<file path="src/rtl/dram_port_arbiter_pkg.sv">
// Shared types for the dRAM port arbiter: mode encoding, read-owner tags and width defaults.
// Optional grant statistics are enabled in the top with the ARB_STATS_EN macro.
package dram_port_arbiter_pkg;

  localparam int ADDR_W_DEF = 19;
  localparam int DATA_W_DEF = 8;

  typedef enum logic {
    HOST_MODE = 1'b0,
    CPU_MODE  = 1'b1
  } mode_t;

  typedef enum logic [1:0] {
    TAG_NONE = 2'd0,
    TAG_CPU  = 2'd1,
    TAG_HOST = 2'd2
  } tag_t;

  function automatic logic [15:0] sat_inc16(input logic [15:0] v);
    return (v == 16'hFFFF) ? v : v + 16'd1;
  endfunction

endpackage

</file>
<file path="src/rtl/dram_port_arbiter_if.sv">
// Requester-side access bundle (req/we/addr/wdata in, gnt/rvalid/rdata back).
// The arbiter takes one instance per requester through the slave modport.
interface dram_port_arbiter_if
  import dram_port_arbiter_pkg::*;
#(
  parameter int ADDR_W = ADDR_W_DEF,
  parameter int DATA_W = DATA_W_DEF
) ();

  logic              req;
  logic              we;
  logic [ADDR_W-1:0] addr;
  logic [DATA_W-1:0] wdata;
  logic              gnt;
  logic              rvalid;
  logic [DATA_W-1:0] rdata;

  modport master (output req, we, addr, wdata, input gnt, rvalid, rdata);
  modport slave  (input req, we, addr, wdata, output gnt, rvalid, rdata);

endinterface

</file>
<file path="src/rtl/dram_port_arbiter_rd_tag_pipe.sv">
// RD_LAT-deep owner-tag shift register; steers returning dRAM read data to its owner.
// rvalid and rdata are registered together, one cycle after the tag leaves the pipe.
module dram_port_arbiter_rd_tag_pipe
  import dram_port_arbiter_pkg::*;
#(
  parameter int DATA_W = DATA_W_DEF,
  parameter int RD_LAT = 1
) (
  input  logic              clk,
  input  logic              rst_n,
  input  tag_t              i_tag,
  input  logic [DATA_W-1:0] i_ram_rdata,
  output logic              o_cpu_rvalid,
  output logic [DATA_W-1:0] o_cpu_rdata,
  output logic              o_host_rvalid,
  output logic [DATA_W-1:0] o_host_rdata
);

  tag_t r_tag [RD_LAT];
  tag_t w_tag_out;

  assign w_tag_out = r_tag[RD_LAT-1];

  always_ff @(posedge clk or negedge rst_n) begin
    if (!rst_n) begin
      for (int i = 0; i < RD_LAT; i++) r_tag[i] <= TAG_NONE;
    end else begin
      r_tag[0] <= i_tag;
      for (int i = 1; i < RD_LAT; i++) r_tag[i] <= r_tag[i-1];
    end
  end

  // ram_rdata is valid in the same cycle the tag reaches the last stage
  always_ff @(posedge clk or negedge rst_n) begin
    if (!rst_n) begin
      o_cpu_rvalid  <= 1'b0;
      o_host_rvalid <= 1'b0;
      o_cpu_rdata   <= '0;
      o_host_rdata  <= '0;
    end else begin
      o_cpu_rvalid  <= (w_tag_out == TAG_CPU);
      o_host_rvalid <= (w_tag_out == TAG_HOST);
      if (w_tag_out == TAG_CPU)  o_cpu_rdata  <= i_ram_rdata;
      if (w_tag_out == TAG_HOST) o_host_rdata <= i_ram_rdata;
    end
  end

endmodule

</file>
<file path="src/rtl/dram_port_arbiter.sv">
// Arbitrates the single-port dRAM between the processor core and the host port, with an
// aging counter that forces a host grant under contention. ARB_STATS_EN adds grant counters.
module dram_port_arbiter
  import dram_port_arbiter_pkg::*;
#(
  parameter int ADDR_W   = ADDR_W_DEF,
  parameter int DATA_W   = DATA_W_DEF,
  parameter int RD_LAT   = 1,
  parameter int MAX_WAIT = 15
) (
  input  logic                clk,
  input  logic                power_ON_n,
  input  logic                processor_status,
  dram_port_arbiter_if.slave  cpu,
  dram_port_arbiter_if.slave  host,
`ifdef ARB_STATS_EN
  output logic [15:0]         stat_cpu_gnt,
  output logic [15:0]         stat_host_gnt,
  output logic [15:0]         stat_force,
`endif
  output logic [ADDR_W-1:0]   ram_addr,
  output logic                ram_we,
  output logic [DATA_W-1:0]   ram_wdata,
  input  logic [DATA_W-1:0]   ram_rdata
);

  localparam int WAIT_W = 8;

  mode_t             r_mode;
  logic [WAIT_W-1:0] r_wait_cnt;
  logic [ADDR_W-1:0] r_addr_hold;
  logic [DATA_W-1:0] r_wdata_hold;

  logic w_at_limit;
  logic w_host_gnt;
  logic w_cpu_gnt;
  logic w_force;
  tag_t w_tag;

  // Grants are masked during reset so nothing reaches the RAM while power_ON_n is low
  always_comb begin
    w_at_limit = (r_wait_cnt == WAIT_W'(MAX_WAIT));
    w_host_gnt = power_ON_n && host.req &&
                 ((r_mode == HOST_MODE) || !cpu.req || w_at_limit);
    w_cpu_gnt  = power_ON_n && cpu.req && !w_host_gnt;
    w_force    = w_host_gnt && cpu.req && (r_mode == CPU_MODE) && w_at_limit;

    ram_addr  = r_addr_hold;
    ram_wdata = r_wdata_hold;
    ram_we    = 1'b0;
    w_tag     = TAG_NONE;
    if (w_host_gnt) begin
      ram_addr  = host.addr;
      ram_wdata = host.wdata;
      ram_we    = host.we;
      w_tag     = host.we ? TAG_NONE : TAG_HOST;
    end else if (w_cpu_gnt) begin
      ram_addr  = cpu.addr;
      ram_wdata = cpu.wdata;
      ram_we    = cpu.we;
      w_tag     = cpu.we ? TAG_NONE : TAG_CPU;
    end
  end

  assign cpu.gnt  = w_cpu_gnt;
  assign host.gnt = w_host_gnt;

  always_ff @(posedge clk or negedge power_ON_n) begin
    if (!power_ON_n) begin
      r_mode       <= HOST_MODE;
      r_wait_cnt   <= '0;
      r_addr_hold  <= '0;
      r_wdata_hold <= '0;
    end else begin
      r_mode <= processor_status ? CPU_MODE : HOST_MODE;
      if (w_host_gnt || w_cpu_gnt) begin
        r_addr_hold  <= ram_addr;
        r_wdata_hold <= ram_wdata;
      end
      // Aging only runs while the core owns priority and stays running
      if ((r_mode != CPU_MODE) || !processor_status || w_host_gnt)
        r_wait_cnt <= '0;
      else if (host.req && !w_at_limit)
        r_wait_cnt <= r_wait_cnt + WAIT_W'(1);
    end
  end

  dram_port_arbiter_rd_tag_pipe #(
    .DATA_W (DATA_W),
    .RD_LAT (RD_LAT)
  ) u_rd_tag_pipe (
    .clk           (clk),
    .rst_n         (power_ON_n),
    .i_tag         (w_tag),
    .i_ram_rdata   (ram_rdata),
    .o_cpu_rvalid  (cpu.rvalid),
    .o_cpu_rdata   (cpu.rdata),
    .o_host_rvalid (host.rvalid),
    .o_host_rdata  (host.rdata)
  );

`ifdef ARB_STATS_EN
  logic w_status_rise;
  assign w_status_rise = processor_status && (r_mode == HOST_MODE);

  always_ff @(posedge clk or negedge power_ON_n) begin
    if (!power_ON_n) begin
      stat_cpu_gnt  <= '0;
      stat_host_gnt <= '0;
      stat_force    <= '0;
    end else if (w_status_rise) begin
      stat_cpu_gnt  <= '0;
      stat_host_gnt <= '0;
      stat_force    <= '0;
    end else begin
      if (w_cpu_gnt)  stat_cpu_gnt  <= sat_inc16(stat_cpu_gnt);
      if (w_host_gnt) stat_host_gnt <= sat_inc16(stat_host_gnt);
      if (w_force)    stat_force    <= sat_inc16(stat_force);
    end
  end
`endif

endmodule

</file>
<file path="src/flat_wrapper.sv">
// flat-port wrapper written by rule: the top's interface ports become plain ports
module dram_port_arbiter_flat import dram_port_arbiter_pkg::*;
#(
  parameter int ADDR_W   = ADDR_W_DEF,
  parameter int DATA_W   = DATA_W_DEF,
  parameter int RD_LAT   = 1,
  parameter int MAX_WAIT = 15
)
  (clk, power_ON_n, processor_status, ram_addr, ram_we, ram_wdata, ram_rdata, cpu_req, cpu_we, cpu_addr, cpu_wdata, cpu_gnt, cpu_rvalid, cpu_rdata, host_req, host_we, host_addr, host_wdata, host_gnt, host_rvalid, host_rdata);
  dram_port_arbiter_if #(.ADDR_W(ADDR_W), .DATA_W(DATA_W)) cpu_i ();
  dram_port_arbiter_if #(.ADDR_W(ADDR_W), .DATA_W(DATA_W)) host_i ();
  input  logic clk;
  input  logic power_ON_n;
  input  logic processor_status;
  output logic [ADDR_W-1:0] ram_addr;
  output logic ram_we;
  output logic [DATA_W-1:0] ram_wdata;
  input  logic [DATA_W-1:0] ram_rdata;
  input wire logic [$bits(cpu_i.req)-1:0] cpu_req;
  input wire logic [$bits(cpu_i.we)-1:0] cpu_we;
  input wire logic [$bits(cpu_i.addr)-1:0] cpu_addr;
  input wire logic [$bits(cpu_i.wdata)-1:0] cpu_wdata;
  output wire logic [$bits(cpu_i.gnt)-1:0] cpu_gnt;
  output wire logic [$bits(cpu_i.rvalid)-1:0] cpu_rvalid;
  output wire logic [$bits(cpu_i.rdata)-1:0] cpu_rdata;
  input wire logic [$bits(host_i.req)-1:0] host_req;
  input wire logic [$bits(host_i.we)-1:0] host_we;
  input wire logic [$bits(host_i.addr)-1:0] host_addr;
  input wire logic [$bits(host_i.wdata)-1:0] host_wdata;
  output wire logic [$bits(host_i.gnt)-1:0] host_gnt;
  output wire logic [$bits(host_i.rvalid)-1:0] host_rvalid;
  output wire logic [$bits(host_i.rdata)-1:0] host_rdata;
  assign cpu_i.req = cpu_req;
  assign cpu_i.we = cpu_we;
  assign cpu_i.addr = cpu_addr;
  assign cpu_i.wdata = cpu_wdata;
  assign cpu_gnt = cpu_i.gnt;
  assign cpu_rvalid = cpu_i.rvalid;
  assign cpu_rdata = cpu_i.rdata;
  assign host_i.req = host_req;
  assign host_i.we = host_we;
  assign host_i.addr = host_addr;
  assign host_i.wdata = host_wdata;
  assign host_gnt = host_i.gnt;
  assign host_rvalid = host_i.rvalid;
  assign host_rdata = host_i.rdata;
  dram_port_arbiter #(.ADDR_W(ADDR_W), .DATA_W(DATA_W), .RD_LAT(RD_LAT), .MAX_WAIT(MAX_WAIT)) u_core (.clk(clk), .power_ON_n(power_ON_n), .processor_status(processor_status), .cpu(cpu_i), .host(host_i), .ram_addr(ram_addr), .ram_we(ram_we), .ram_wdata(ram_wdata), .ram_rdata(ram_rdata));
endmodule
</file>
<file path="config.mk">
export PLATFORM = sky130hd
export DESIGN_NAME = dram_port_arbiter_flat
export DESIGN_NICKNAME = d
export VERILOG_FILES = /design/src/rtl/dram_port_arbiter_pkg.sv /design/src/rtl/dram_port_arbiter_if.sv /design/src/rtl/dram_port_arbiter_rd_tag_pipe.sv /design/src/rtl/dram_port_arbiter.sv /design/src/flat_wrapper.sv
export SDC_FILE = /design/constraint.sdc
export NUM_CORES = 1
export LEC_CHECK = 0
export CAP_MARGIN = 20
export CORE_MARGIN = 10
export CORE_UTILIZATION = 47
export DETAILED_ROUTE_END_ITERATION = 8
export GPL_ROUTABILITY_DRIVEN = 0
export PLACE_DENSITY = 0.86
export SLEW_MARGIN = 20
export SYNTH_ARGS = -nofsm -noshare
export SYNTH_HDL_FRONTEND = slang
export SYNTH_SLANG_ARGS = --single-unit
</file>
<file path="constraint.sdc">
create_clock -name clk -period 3.5 [get_ports clk]
set_input_delay 0.525 -clock clk [delete_from_list [all_inputs] [get_ports clk]]
set_output_delay 0.525 -clock clk [all_outputs]
set_load 0.02 [all_outputs]
</file>
==> results.yml, run 1 <==
worst_setup_path:
  cp.arrival_ps: 2790
  crit_type: "reg2out"
  required_ps: 2970
  worstPathMaxFanout: 29
  cp-start-kind: "register"
  cp-end-kind: "output port"
cts:
  clock_sinks: 56
  cts-hold-fix-buffers: 0
  cts_tree: "built"
  insertion_delay_ps: 310
  ctsLongestPathBuffers: 2
  htree_levels: 2
  cts_root_buf: "clkbuf_8"
  cts_buffers: 5
  clk_pin_slew_ps: 110
global_routing:
  first_global_vias: 2240
  grt_pass1_wl_mm: 11.8
  grt_usage: 0.146
  grt_overflow: 0
  antenna_found_initial: 0
  grt_max_degree: 58
routing:
  drc: 0
  routed_wl_mm: 7.33
  first_iter_violations: 32
  wl_per_cell_um: 18.2
  vias_per_cell: 5.16
  vias: 2083
  postRouteAntennaNets: 0
  first_pass_iters: 4
layout:
  fin_nets: 398
  multi_input_area_um2: 1410
  n_antenna_cell: 0
  fillCellCount: 427
  areaGrowthSynthToFinish_pct: 46.4
  utilization: 0.711
  drive_above_1_share: 0.261
  layout_commonest_cell: "clkdlybuf4s50_1"
  final_cell_mix: "clkdlybuf4s50_1 (115), mux2_2 (68), dfrtp_1 (56), mux2_1 (30), nor2_1 (7)"
  area.sequential_um2: 1400
placed_design:
  portBuffers: 116
  dp_hpwl_mm: 5.49
timing:
  period_share: 0.948
  setup_viol: 0
  worst_slew_pin_slew_ps: 808
  hold_viol: 0
  layout_min_cycle_time_ps: 3320
  setup_tns_ps: 0
  drv_slew: 0
  finalClockSkew_ps: 7.99
  slew_headroom: 0.460
  timing.fmax_ghz: 0.301
power_and_ir_drop:
  clkPwrFrac: 0.204
  seq_power_share: 0.426
  internal_power_mw: 1.27
  p_total_mw: 1.82
  p_comb_frac: 0.370
  powerDensity_nw_per_um2: 430
  power_leakage_nw: 1.72
  swShare: 0.301
  ir_drop_mv: 0.240
  p_sw_mw: 0.548
yosys:
  synthDistinctLibCells: 31
  synth_seq_area_share: 0.484
  syn_nets: 282
  yosys_warnings: 0
  syn_inst: 212
  avgSynthCellArea_um2: 13.7
  ys_seq_elements: 56
  syn_area_um2: 2890
hold_path:
  worst_hold_path_type: "in2async"
floorplan:
  std_cell_rows: 28
  die_x_um: 98.5
  coreArea_um2: 5960
  start_util: 0.486
  num_io_pins: 117
  die_h_um: 98.5
  die-area_um2: 9700
outcome:
  status: "finished, final reports clean"
run:
  drv_cap: 0
registers in the layout, summed over array words and instances, names as in the netlist:
register                            flops
u_core.u_rd_tag_pipe.r_tag              2
u_core.r_wdata_hold                     8
u_core.r_mode                           1
u_core.u_rd_tag_pipe.o_cpu_rdata        8
u_core.u_rd_tag_pipe.o_host_rvalid      1
u_core.r_addr_hold                     19
u_core.u_rd_tag_pipe.o_host_rdata       8
u_core.u_rd_tag_pipe.o_cpu_rvalid       1
u_core.r_wait_cnt                       8
kinds of logic after synthesis:
kind of cell    after synthesis  share of synthesized area
fa+ha+maj                     1                    0.00432
xor+xnor                      4                     0.0121
simple gates                 29                     0.0579
compound gates               11                     0.0298
buf+inv                      13                     0.0303
mux                          98                      0.381
flops                        56                      0.484
cells in the mapped netlist:
cell type  instances  area share
mux2_2            68        0.26
dfrtp_1           56        0.48
mux2_1            30        0.12
nor2_1             7      0.0091
clkbuf_1           5      0.0065
nand2_1            5      0.0065
a21oi_1            4      0.0069
buf_6              4       0.016
nand3_1            4      0.0069
xor2_1             3      0.0091
and3_1             2      0.0043
buf_4              2      0.0052
nand4_1            2      0.0043
nor2b_1            2      0.0043
o21ai_0            2      0.0035
a211oi_1           1      0.0026
a31oi_4            1      0.0073
and4_1             1      0.0030
buf_2              1      0.0017
ha_1               1      0.0043
inv_1              1      0.0013
nand2b_1           1      0.0022
nand2b_2           1      0.0030
nor3_1             1      0.0017
nor3b_1            1      0.0026
nor4_4             1      0.0073
o211ai_1           1      0.0026
o211ai_2           1      0.0043
o21a_1             1      0.0026
or4_1              1      0.0026
xnor2_1            1      0.0030
per-stage QoR:
stage               cells  hold slack, ps  worst slack, ps  instance area, um^2
floorplan             212             229             1160                 2890
global placement      395             373              398                 4120
detailed placement    395             380              365                 4120
CTS                   403            30.5              153                 4210
global route          404            23.4            -6.65                 4240
finish                404            31.0              181                 4240
final cells by class:
type / count / share of cell area
clock inverters: 3 / 0.00650
multi-input cells: 143 / 0.332
clock buffers: 5 / 0.0162
well taps: 75 / 0.0222
repair buffers: 121 / 0.292
inverters: 1 / 0.000886
flip-flops and latches: 56 / 0.331
path summary, 6_finish.rpt:
check / cells after the start / slack (ps) / startpoint / endpoint
min: 1 / 30 / power_ON_n / u_core.u_rd_tag_pipe.o_host_rdata[7]$_DFFE_PN0P_
min reg2reg: 1 / 510 / u_core.u_rd_tag_pipe.o_cpu_rdata[2]$_DFFE_PN0P_ / u_core.u_rd_tag_pipe.o_cpu_rdata[2]$_DFFE_PN0P_
max in group asynchronous: 2 / 2590 / power_ON_n / u_core.r_wdata_hold[6]$_DFFE_PN0P_
max reg2reg: 6 / 1450 / u_core.r_wait_cnt[0]$_DFFE_PN0P_ / u_core.r_addr_hold[16]$_DFFE_PN0P_
min in group clk: 1 / 510 / u_core.u_rd_tag_pipe.o_cpu_rdata[2]$_DFFE_PN0P_ / u_core.u_rd_tag_pipe.o_cpu_rdata[2]$_DFFE_PN0P_
max: 7 / 180 / u_core.r_wait_cnt[0]$_DFFE_PN0P_ / ram_wdata[3]
critical path, stage by stage (launching register included):
cell and delay [ps]:
dfrtp_1 390, ha_1 230, nand3_1 140, nand2b_2 260, a31oi_4 280, buf_12 230, mux2_2 370, clkdlybuf4s50_1 550
metal layers:
metal,track usage,part of all wire
met5,0,0
met1,0.159,0.40
met4,0.0364,0.0090
met3,0.0489,0.067
met2,0.264,0.53
power by group through the flow:
stage | Combinational (mW) | Clock, mW | Sequential [mW]
6_report | 0.673 | 0.371 | 0.776
3_3_place_gp | 0.665 | 0 | 0.783
3_5_place_dp | 0.677 | 0 | 0.791
2_1_floorplan | 0.291 | 0 | 0.839
4_1_cts | 0.681 | 0.384 | 0.778
5_1_grt | 0.722 | 0.417 | 0.785
repair_timing:
action | in CTS | in global routing
setup buffers | 0 | 0
gates resized for setup | 0 | 0
endpoints found under the setup margin | 0 | 11
Note: power is estimated with default switching activity, not from simulation.
==> run 2, diff against run 1 <==
--- a/config.mk
+++ b/config.mk
@@ -11,6 +11,7 @@
 export DETAILED_ROUTE_END_ITERATION = 8
 export GPL_ROUTABILITY_DRIVEN = 0
 export PLACE_DENSITY = 0.86
+export REMOVE_ABC_BUFFERS = 1
 export SLEW_MARGIN = 20
 export SYNTH_ARGS = -nofsm -noshare
 export SYNTH_HDL_FRONTEND = slang
==> constraint.sdc (replaced) <==
create_clock -name clk -period 4.25 [get_ports clk]
set_input_delay 0.6375 -clock clk [delete_from_list [all_inputs] [get_ports clk]]
set_output_delay 0.6375 -clock clk [all_outputs]
set_load 0.02 [all_outputs]
==> run 2 against run 1 <==
  * Via count decreased by 1.5%
  * Final area decreased by 1.1%
  * Hold slack improved by 120 ps
  * Critical path depth decreased by 1
  * Non-clock buffer count decreased by 2
  * Power decreased by 18%
  * Largest power group unchanged
  * Highest routed layer unchanged
==> results.yml, run 2 (same netlist as run 1, synthesis figures left out) <==
layout:
  finalNonFillerCells: 402
  drive_above_1_share: 0.257
  final_cell_mix: "clkdlybuf4s50_1 (115), mux2_2 (68), dfrtp_1 (56), mux2_1 (30), nor2_1 (7)"
  fin_area_um2: 4190
  layout_commonest_cell: "clkdlybuf4s50_1"
  n_antenna_cell: 0
  areaGrowthSynthToFinish_pct: 44.8
  fin_nets: 396
  largest-register: "u_core.r_addr_hold"
  largest_reg_flops: 19
power_and_ir_drop:
  internal_power_mw: 1.04
  swShare: 0.300
  p_total_mw: 1.49
  p_comb_frac: 0.367
  p_sw_mw: 0.448
  clkPwrFrac: 0.203
  seq_power_share: 0.430
  powerDensity_nw_per_um2: 356
  ir_drop_mv: 0.188
  power_leakage_nw: 1.69
routing:
  vias: 2052
  wl_per_cell_um: 18.0
  routed_wl_mm: 7.23
  first_iter_violations: 68
  first_pass_iters: 4
  postRouteAntennaNets: 0
  drc: 0
  vias_per_cell: 5.10
timing:
  hold_viol: 0
  period_share: 0.840
  setup_viol: 0
  slew_headroom: 0.457
  timing.fmax_ghz: 0.280
  worst_slew_pin_slew_ps: 812
  setup_tns_ps: 0
  finalClockSkew_ps: 9.44
  rsz0062_at_grt: "no"
  drv_slew: 0
  layout_min_cycle_time_ps: 3570
worst_setup_path:
  cp-end-kind: "output port"
  worstPathMaxFanout: 26
  cp.arrival_ps: 2930
  critPathSlowestCell: "clkdlybuf4s50_1"
  critPathTopFamily: "buffers and inverters"
  cp.buffers_inverters: 3
  cp-start-kind: "input pin"
  critical_path_depth: 6
  crit_type: "in2out"
  crit_path_frequent_cell: "clkdlybuf4s50_1"
  r2r_cells: 6
  critPathMaxStageDelay_ps: 550
  crit_chain: "clkdlybuf4s50_1 -> nand2_1 -> buf_4 -> mux2_2 -> mux2_1 -> clkdlybuf4s50_1"
  required_ps: 3610
cts:
  insertion_delay_ps: 310
  postCtsSetupBuffers: 0
  cts-hold-fix-buffers: 0
  cts_root_buf: "clkbuf_8"
  htree_levels: 2
  cts_tree: "built"
  post_cts_resized: 0
  cts_buffers: 5
  ctsLongestPathBuffers: 2
  clk_pin_slew_ps: 110
  clock_sinks: 56
global_routing:
  grt_overflow: 0
  first_global_vias: 2289
  grt_usage: 0.147
  grt_max_degree: 58
  antenna_found_initial: 0
  grt_pass1_wl_mm: 11.9
placed_design:
  dp_hpwl_mm: 5.59
  portBuffers: 116
  dp_cells: 394
  placedInstanceArea_um2: 4100
hold_path:
  worst_hold_path_type: "in2async"
floorplan:
  die_h_um: 98.5
  die-area_um2: 9700
  start_util: 0.486
  num_io_pins: 117
  coreArea_um2: 5960
  die_x_um: 98.5
  std_cell_rows: 28
outcome:
  status: "finished, final reports clean"
run:
  drv_cap: 0
## run 2: changes by cell type in the layout (fill, tap and decap cells not counted), sizes merged
| cell | before | now |
|---|---|---|
| buf | 5 | 4 |
| clkbuf | 6 | 5 |
## run 2: power groups by stage
stage               Clock, mW  Sequential [mW]  Combinational [mW]
floorplan                   0            0.691               0.233
global placement            0            0.647               0.544
detailed placement          0            0.653               0.553
CTS                     0.318            0.641               0.556
global route            0.338            0.650               0.587
finish                  0.303            0.641               0.548
## run 2: area by class of cell
cell class,count,area [um^2]
clock inverters,3,27.5
fillers,429,1760
inverters,1,3.75
multi-input cells,143,1410
repair buffers,119,1190
clock buffers,5,68.8
flip-flops and latches,56,1400
well taps,75,93.8
## run 2: worst paths after layout
path / from / end / slack (ps)
min in group clk: u_core.u_rd_tag_pipe.o_cpu_rdata[0]$_DFFE_PN0P_ / u_core.u_rd_tag_pipe.o_cpu_rdata[0]$_DFFE_PN0P_ / 510
hold / removal: power_ON_n / u_core.r_wdata_hold[6]$_DFFE_PN0P_ / 150
hold reg to reg: u_core.u_rd_tag_pipe.o_cpu_rdata[0]$_DFFE_PN0P_ / u_core.u_rd_tag_pipe.o_cpu_rdata[0]$_DFFE_PN0P_ / 510
setup / recovery: cpu_req / ram_addr[1] / 680
max in group asynchronous: power_ON_n / u_core.r_addr_hold[0]$_DFFE_PN0P_ / 3210
setup reg to reg: u_core.r_wait_cnt[0]$_DFFE_PN0P_ / u_core.r_addr_hold[16]$_DFFE_PN0P_ / 2200
## run 2: metal layers
metal  GRT usage  wire length, um  part of all wire  vias to the layer above
li1            -                -                 -                      994
met1       0.180             3130              0.43                      974
met2       0.241             3440              0.48                       80
met3      0.0615              636             0.088                        4
met4      0.0232               28            0.0039                        0
met5           0                0                 0                        -
## run 2: metrics by stage
stage                     utilization  hold WS [ps]  worst slack (ps)
final                           0.704           152               680
after global routing            0.704           144               588
after CTS                       0.704           139               682
after detailed placement        0.688           490               688
after global placement          0.688           487               733
after floorplan                     -           342              1060
